===== src/rtl/gmii_tx_framer.sv =====
`default_nettype none
// ============================================================================
// Module      : gmii_tx_framer
// Description : GMII transmit framer. Wraps a client byte stream with
//               preamble and SFD, adds optional zero pad and CRC-32 FCS, and
//               enforces the inter-frame gap. An underrun aborts the frame
//               with a single error-marked byte.
// Revision    : 1.0 - initial release
// ============================================================================
module gmii_tx_framer #(
  parameter int PREAMBLE_LEN = 7,
  parameter int IFG_BYTES    = 12,
  parameter int MIN_FRAME    = 60,
  parameter int CNT_WIDTH    = 32
) (
  input  logic                 clk,
  input  logic                 reset,
  input  logic [7:0]           tx_data,
  input  logic                 tx_valid,
  input  logic                 tx_last,
  output logic                 tx_ready,
  input  logic                 crc_en,
  input  logic                 pad_en,
  output logic [7:0]           gmii_tx_d,
  output logic                 gmii_tx_en,
  output logic                 gmii_tx_er,
  output logic                 frame_done,
  output logic                 underrun,
  output logic [CNT_WIDTH-1:0] frame_cnt
);

  typedef enum logic [2:0] {
    ST_IDLE     = 3'd0,
    ST_PREAMBLE = 3'd1,
    ST_SFD      = 3'd2,
    ST_PAYLOAD  = 3'd3,
    ST_PAD      = 3'd4,
    ST_FCS      = 3'd5,
    ST_ABORT    = 3'd6,
    ST_IFG      = 3'd7
  } state_t;

  localparam logic [7:0]           c_PREAMBLE_BYTE = 8'h55;
  localparam logic [7:0]           c_SFD_BYTE      = 8'hD5;
  localparam logic [31:0]          c_CRC_POLY      = 32'hEDB88320;
  localparam logic [31:0]          c_CRC_INIT      = 32'hFFFFFFFF;
  localparam logic [15:0]          c_BYTE_CNT_MAX  = 16'hFFFF;
  localparam logic [15:0]          c_MIN_FRAME     = 16'(MIN_FRAME);
  localparam logic [7:0]           c_PRE_LAST      = 8'(PREAMBLE_LEN - 1);
  localparam logic [7:0]           c_IFG_LAST      = 8'(IFG_BYTES - 1);
  localparam logic [7:0]           c_FCS_LAST      = 8'd3;
  localparam logic [CNT_WIDTH-1:0] c_CNT_ONE       = CNT_WIDTH'(1);

  // One byte of the reflected CRC-32 (LSB-first shift register)
  function automatic logic [31:0] crc32_next(input logic [31:0] crc, input logic [7:0] data);
    logic [31:0] c;
    c = crc ^ {24'h000000, data};
    for (int i = 0; i < 8; i++) begin
      c = c[0] ? ((c >> 1) ^ c_CRC_POLY) : (c >> 1);
    end
    return c;
  endfunction

  state_t      r_state;
  state_t      w_next_state;
  logic [7:0]  r_tick;          // cycles spent in the current state
  logic [15:0] r_byte_cnt;      // payload + pad bytes, saturating
  logic [15:0] w_cnt_plus1;
  logic [31:0] r_crc;
  logic [31:0] w_fcs;
  logic        r_crc_en_q;
  logic        r_pad_en_q;
  logic [7:0]  r_hold_d;        // byte accepted at the previous edge
  logic        r_hold_last;
  logic        w_accept;
  logic [7:0]  w_tx_d;
  logic        w_tx_en;
  logic        w_tx_er;
  logic        w_crc_upd;
  logic [7:0]  w_crc_byte;
  logic        w_cnt_inc;
  logic        w_underrun;
  logic        w_good_end;

  assign w_accept    = tx_ready & tx_valid;
  assign w_cnt_plus1 = (r_byte_cnt == c_BYTE_CNT_MAX) ? r_byte_cnt : r_byte_cnt + 16'd1;
  assign w_fcs       = ~r_crc;

  // Next-state, handshake and the byte to launch on the GMII registers
  always_comb begin
    w_next_state = r_state;
    tx_ready     = 1'b0;
    w_tx_d       = 8'h00;
    w_tx_en      = 1'b0;
    w_tx_er      = 1'b0;
    w_crc_upd    = 1'b0;
    w_crc_byte   = r_hold_d;
    w_cnt_inc    = 1'b0;
    w_underrun   = 1'b0;
    w_good_end   = 1'b0;
    case (r_state)
      ST_IDLE: begin
        if (tx_valid) w_next_state = ST_PREAMBLE;
      end
      ST_PREAMBLE: begin
        w_tx_en = 1'b1;
        w_tx_d  = c_PREAMBLE_BYTE;
        if (r_tick == c_PRE_LAST) w_next_state = ST_SFD;
      end
      ST_SFD: begin
        // First payload byte is taken at the end of the SFD cycle
        w_tx_en  = 1'b1;
        w_tx_d   = c_SFD_BYTE;
        tx_ready = 1'b1;
        w_next_state = tx_valid ? ST_PAYLOAD : ST_ABORT;
      end
      ST_PAYLOAD: begin
        // Emit the byte taken at the previous edge; accept the next one
        // unless that byte closed the frame
        w_tx_en   = 1'b1;
        w_tx_d    = r_hold_d;
        w_crc_upd = 1'b1;
        w_cnt_inc = 1'b1;
        if (r_hold_last) begin
          if (r_pad_en_q && (w_cnt_plus1 < c_MIN_FRAME)) begin
            w_next_state = ST_PAD;
          end else if (r_crc_en_q) begin
            w_next_state = ST_FCS;
          end else begin
            w_next_state = ST_IFG;
            w_good_end   = 1'b1;
          end
        end else begin
          tx_ready = 1'b1;
          if (!tx_valid) w_next_state = ST_ABORT;
        end
      end
      ST_PAD: begin
        w_tx_en    = 1'b1;
        w_crc_upd  = 1'b1;
        w_crc_byte = 8'h00;
        w_cnt_inc  = 1'b1;
        if (w_cnt_plus1 >= c_MIN_FRAME) begin
          if (r_crc_en_q) begin
            w_next_state = ST_FCS;
          end else begin
            w_next_state = ST_IFG;
            w_good_end   = 1'b1;
          end
        end
      end
      ST_FCS: begin
        w_tx_en = 1'b1;
        case (r_tick[1:0])
          2'd0:    w_tx_d = w_fcs[7:0];
          2'd1:    w_tx_d = w_fcs[15:8];
          2'd2:    w_tx_d = w_fcs[23:16];
          default: w_tx_d = w_fcs[31:24];
        endcase
        if (r_tick == c_FCS_LAST) begin
          w_next_state = ST_IFG;
          w_good_end   = 1'b1;
        end
      end
      ST_ABORT: begin
        w_tx_en      = 1'b1;
        w_tx_er      = 1'b1;
        w_underrun   = 1'b1;
        w_next_state = ST_IFG;
      end
      ST_IFG: begin
        if (r_tick == c_IFG_LAST) w_next_state = ST_IDLE;
      end
      default: begin
        w_next_state = ST_IDLE;
      end
    endcase
  end

  // State register and per-state cycle counter
  always_ff @(posedge clk or negedge reset) begin
    if (!reset) begin
      r_state <= ST_IDLE;
      r_tick  <= 8'd0;
    end else begin
      r_state <= w_next_state;
      r_tick  <= (w_next_state != r_state) ? 8'd0 : r_tick + 8'd1;
    end
  end

  // Per-frame context: options, running CRC, byte count, accepted byte
  always_ff @(posedge clk or negedge reset) begin
    if (!reset) begin
      r_crc_en_q  <= 1'b0;
      r_pad_en_q  <= 1'b0;
      r_crc       <= 32'h00000000;
      r_byte_cnt  <= 16'd0;
      r_hold_d    <= 8'h00;
      r_hold_last <= 1'b0;
    end else begin
      if (r_state == ST_IDLE) begin
        r_crc      <= c_CRC_INIT;
        r_byte_cnt <= 16'd0;
        if (tx_valid) begin
          r_crc_en_q <= crc_en;
          r_pad_en_q <= pad_en;
        end
      end else begin
        if (w_crc_upd) r_crc <= crc32_next(r_crc, w_crc_byte);
        if (w_cnt_inc) r_byte_cnt <= w_cnt_plus1;
      end
      if (w_accept) begin
        r_hold_d    <= tx_data;
        r_hold_last <= tx_last;
      end
    end
  end

  // Registered GMII pins, status pulses and good-frame counter
  always_ff @(posedge clk or negedge reset) begin
    if (!reset) begin
      gmii_tx_d  <= 8'h00;
      gmii_tx_en <= 1'b0;
      gmii_tx_er <= 1'b0;
      frame_done <= 1'b0;
      underrun   <= 1'b0;
      frame_cnt  <= '0;
    end else begin
      gmii_tx_d  <= w_tx_d;
      gmii_tx_en <= w_tx_en;
      gmii_tx_er <= w_tx_er;
      frame_done <= w_good_end;
      underrun   <= w_underrun;
      if (w_good_end) frame_cnt <= frame_cnt + c_CNT_ONE;
    end
  end

endmodule
`default_nettype wire


===== config.mk =====
export PLATFORM = sky130hd
export DESIGN_NAME = gmii_tx_framer
export DESIGN_NICKNAME = d
export VERILOG_FILES = /design/src/rtl/gmii_tx_framer.sv
export SDC_FILE = /design/constraint.sdc
export NUM_CORES = 1
export LEC_CHECK = 0
export ABC_AREA = 1
export BUFFER_PORTS_ARGS = -buffer_cell sky130_fd_sc_hd__buf_2
export CORE_AREA = 4 4 129 107
export CTS_BUF_LIST = sky130_fd_sc_hd__clkbuf_16
export CTS_CLUSTER_SIZE = 14
export DETAILED_ROUTE_END_ITERATION = 8
export DIE_AREA = 0 0 133 111
export PLACE_DENSITY = 0.77
export SLEW_MARGIN = 10
export SYNTH_ARGS = -nofsm -noshare
export SYNTH_HDL_FRONTEND = slang
export SYNTH_SLANG_ARGS = --single-unit
export TNS_END_PERCENT = 30

===== constraint.sdc =====
create_clock -name clk -period 2 [get_ports clk]
set_clock_uncertainty 0.15 [all_clocks]
set_input_delay 0 -clock clk [delete_from_list [all_inputs] [get_ports clk]]
set_output_delay 0 -clock clk [all_outputs]
set_load 0.03 [all_outputs]

==> out/qor.csv <==
metric,value,unit
initial antenna violation count,0,
r2r endpoint,frame_cnt[9]$_DFFE_PN0P_,
vias in the first global route,6651,
DP Area,8210,um2
1st-iter DRT viols,890,
dpl hpwl,13.2,mm
VDD IR-drop max,1.63,mV
cell count of the worst reg-to-reg path,14,
final wirelength,21.6,mm
TritonCTS buffer count,17,
DR WL/cell,17.7,um
ys async rst share,100,%
Reg2Reg Setup Slack,-0.60,ns
Clk pwr share,17.9,%
Seq pwr share,20.1,%
Synth area leader,dfrtp_1,
GRT Overall Usage,27.4,%
Detailed Routing Iterations Pass 1,6,
violated checks,negative setup slack,
Yosys warnings,0,
Synth top area share,42.0,%
I/O pins,59,
clock sinks,113,
Critical Path Sink Type,register,
largest net degree at the start of global routing,63,
via count,6764,
Tcrit/Tclk final,130,%
syn avg cell area,8.26,um2
Worst-Skew Late Latency,0.43,ns
Mapped Nets,836,
Worst Max-Slew Pin Slew,0.514,ns
GPL Wtd Cong,0.919,
outcome,"complete, but fails checks",
PwrDens,1810,nW/um2
clk slew on worst S/H paths,0.06,ns
post-route setup slack,-0.597,ns
Min-Delay Endpoint,r_hold_d[5]$_DFFE_PN0P_,
Comb power frac,62.0,%
H-tree Lvls,4,
post-synthesis sequential area ratio,42.0,%
cell with the most instances after synthesis,nand2_1,
P_int,9320,uW
Hold Path Class,in2reg,
DIE AREA,14800,um2
Crit. Startpoint,r_byte_cnt[1]$_DFFE_PN0P_,
# Max-Cap Violations,0,
unrepaired setup endpoints after global routing,true,
Synth Register Bits,113,
crit path kind,reg2reg,
Cells after Synth,816,
reg2reg start,r_byte_cnt[1]$_DFFE_PN0P_,
cell area after layout,9420,um2
hold depth,3,
leakage power,0.00455,uW
antenna cells,0,
synth unique cells,49,
Post-synth EDFFs,0,
Area Growth Syn to Fin,39.8,%
Pins Over Slew Limit,0,
grt ovf,0,
relative slew slack,65.4,%
switching part of the total,45.3,%
worst hold start,tx_data[5],
Tmin final,2.60,ns
Clock Tree Root,clkbuf_16,
crit path launch type,register,
starting density of the core,53.7,%
commonest cells in the netlist,"nand2_1, inv_1, dfrtp_1",
CTS Buffer Depth,2,
first-pass GRT wire length,32.7,mm
WHS,0.191,ns
DIE HEIGHT,111,um
Routed Antenna Nets,0,
synthesized area,6740,um2
net switching power figure,7720,uW
I/O Buffers,58,
most area-consuming cells after synthesis,"dfrtp_1, nand2_1, xor2_1",
"Top FF cell, synth",dfrtp_1,
Layout Nets,1050,
# rows,37,
TritonCTS clock tree,yes,
critical path required time,2.18,ns
total core area,12500,um2
final hold vios,0,
final setup vio count,70,
fmax,385,MHz
layout cells sized above 1,33.4,%
CP Data Arrival Time,2.77,ns
DR DRC count,0,
vias per cell,5.55,
Critical Path Fanout Max,6,
Die X,133,um
## state kept, by name, summed over array words and instances, names as in the netlist
register	count
r_crc_en_q	1
gmii_tx_d	8
underrun	1
r_hold_d	8
r_byte_cnt	16
r_state	3
gmii_tx_en	1
r_pad_en_q	1
r_tick	8
r_crc	32
frame_done	1
frame_cnt	32
r_hold_last	1
## worst max-delay path by stage
| stage | to | slack (ns) | cells past startpoint |
|---|---|---|---|
| CTS | frame_cnt[10]$_DFFE_PN0P_ | -0.34 | 14 |
| floorplan | frame_cnt[10]$_DFFE_PN0P_ | -0.14 | 14 |
| finish | frame_cnt[9]$_DFFE_PN0P_ | -0.60 | 14 |
| global placement | r_tick[0]$_DFF_PN0_ | -0.44 | 16 |
| detailed placement | frame_cnt[12]$_DFFE_PN0P_ | -0.48 | 17 |
| global route | frame_cnt[9]$_DFFE_PN0P_ | -0.67 | 14 |
## timing repair
item                                    4_1_cts  5_1_grt
pin swaps                                     6       25
resized for setup                            26       71
endpoints found under the setup margin       71       86
endpoints found under the hold margin       126        0
hold buffers                                 15        0
cloned                                        0        3
buffers inserted                              4        3
## power groups by stage
stage          sequential [uW]  clock (uW)  combinational [uW]
2_1_floorplan             3460           0                6480
3_3_place_gp              3370           0                9440
3_5_place_dp              3390           0                9670
4_1_cts                   3380        3020               10100
5_1_grt                   3470        3170               11400
6_report                  3430        3040               10600
## cell families after synthesis
group,synth area share [%]
DFF,42.0
adders and majority gates,1.11
and+or+nand+nor,21.3
muxes,1.17
AOI/OAI and AO/OA,9.76
buffers and inverters,8.26
xor gates and xnor gates,16.4
## metrics by stage
step	util (%)	cells	setup slack [ns]	TNS [ns]	total power (uW)
after floorplan	-	816	-0.136	-5.19	9940
after detailed placement	65.5	1161	-0.481	-21.66	13100
final	75.1	1218	-0.597	-25.47	17000
after CTS	72.4	1212	-0.344	-15.76	16500
after global routing	75.1	1218	-0.673	-33.18	18100
after global placement	65.5	1161	-0.442	-19.58	12800
## routing by layer
layer / global-route usage [%] / vias up / wire [um]
met2: 44.7 / 397 / 10300
li1: - / 3071 / -
met3: 5.26 / 85 / 1770
met1: 36.3 / 3211 / 8750
met4: 10.7 / 0 / 816
met5: 0 / - / 0
## cell usage in the layout (no fill, tap or decap), types with 15 or more instances in the layout
| cell | instances |
|---|---|
| a21oi_1 | 22 |
| buf_2 | 57 |
| buf_4 | 127 |
| clkbuf_16 | 19 |
| dfrtp_1 | 109 |
| dlygate4sd3_1 | 15 |
| inv_1 | 112 |
| nand2_1 | 139 |
| nand2_2 | 24 |
| nand3_1 | 26 |
| nor2_1 | 55 |
| nor3_1 | 17 |
| o21ai_0 | 29 |
| o22ai_1 | 31 |
| xnor2_1 | 29 |
| xor2_1 | 64 |
## cell type report
type | instances | area [um2]
timing repair buffer | 212 | 1600
multi-input combinational | 568 | 3740
clock buffer | 17 | 425
clock inverter | 15 | 158
sequential | 113 | 2830
inverter | 118 | 445
fill | 772 | 3120
tap | 175 | 219
## worst max-delay path, stage by stage (launching register included)
cell and delay [ns]:
dfrtp_1 0.42, ha_4 0.20, nand2_4 0.06, nor2_4 0.20, nand4_4 0.19, nand2_2 0.13, nand3_2 0.09, nor2_2 0.11
nor2_1 0.06, nand2_2 0.11, nand3_2 0.12, nand2_4 0.18, buf_6 0.15, nand2_1 0.11, xnor2_1 0.22
Note: power is estimated with default switching activity, not from simulation.
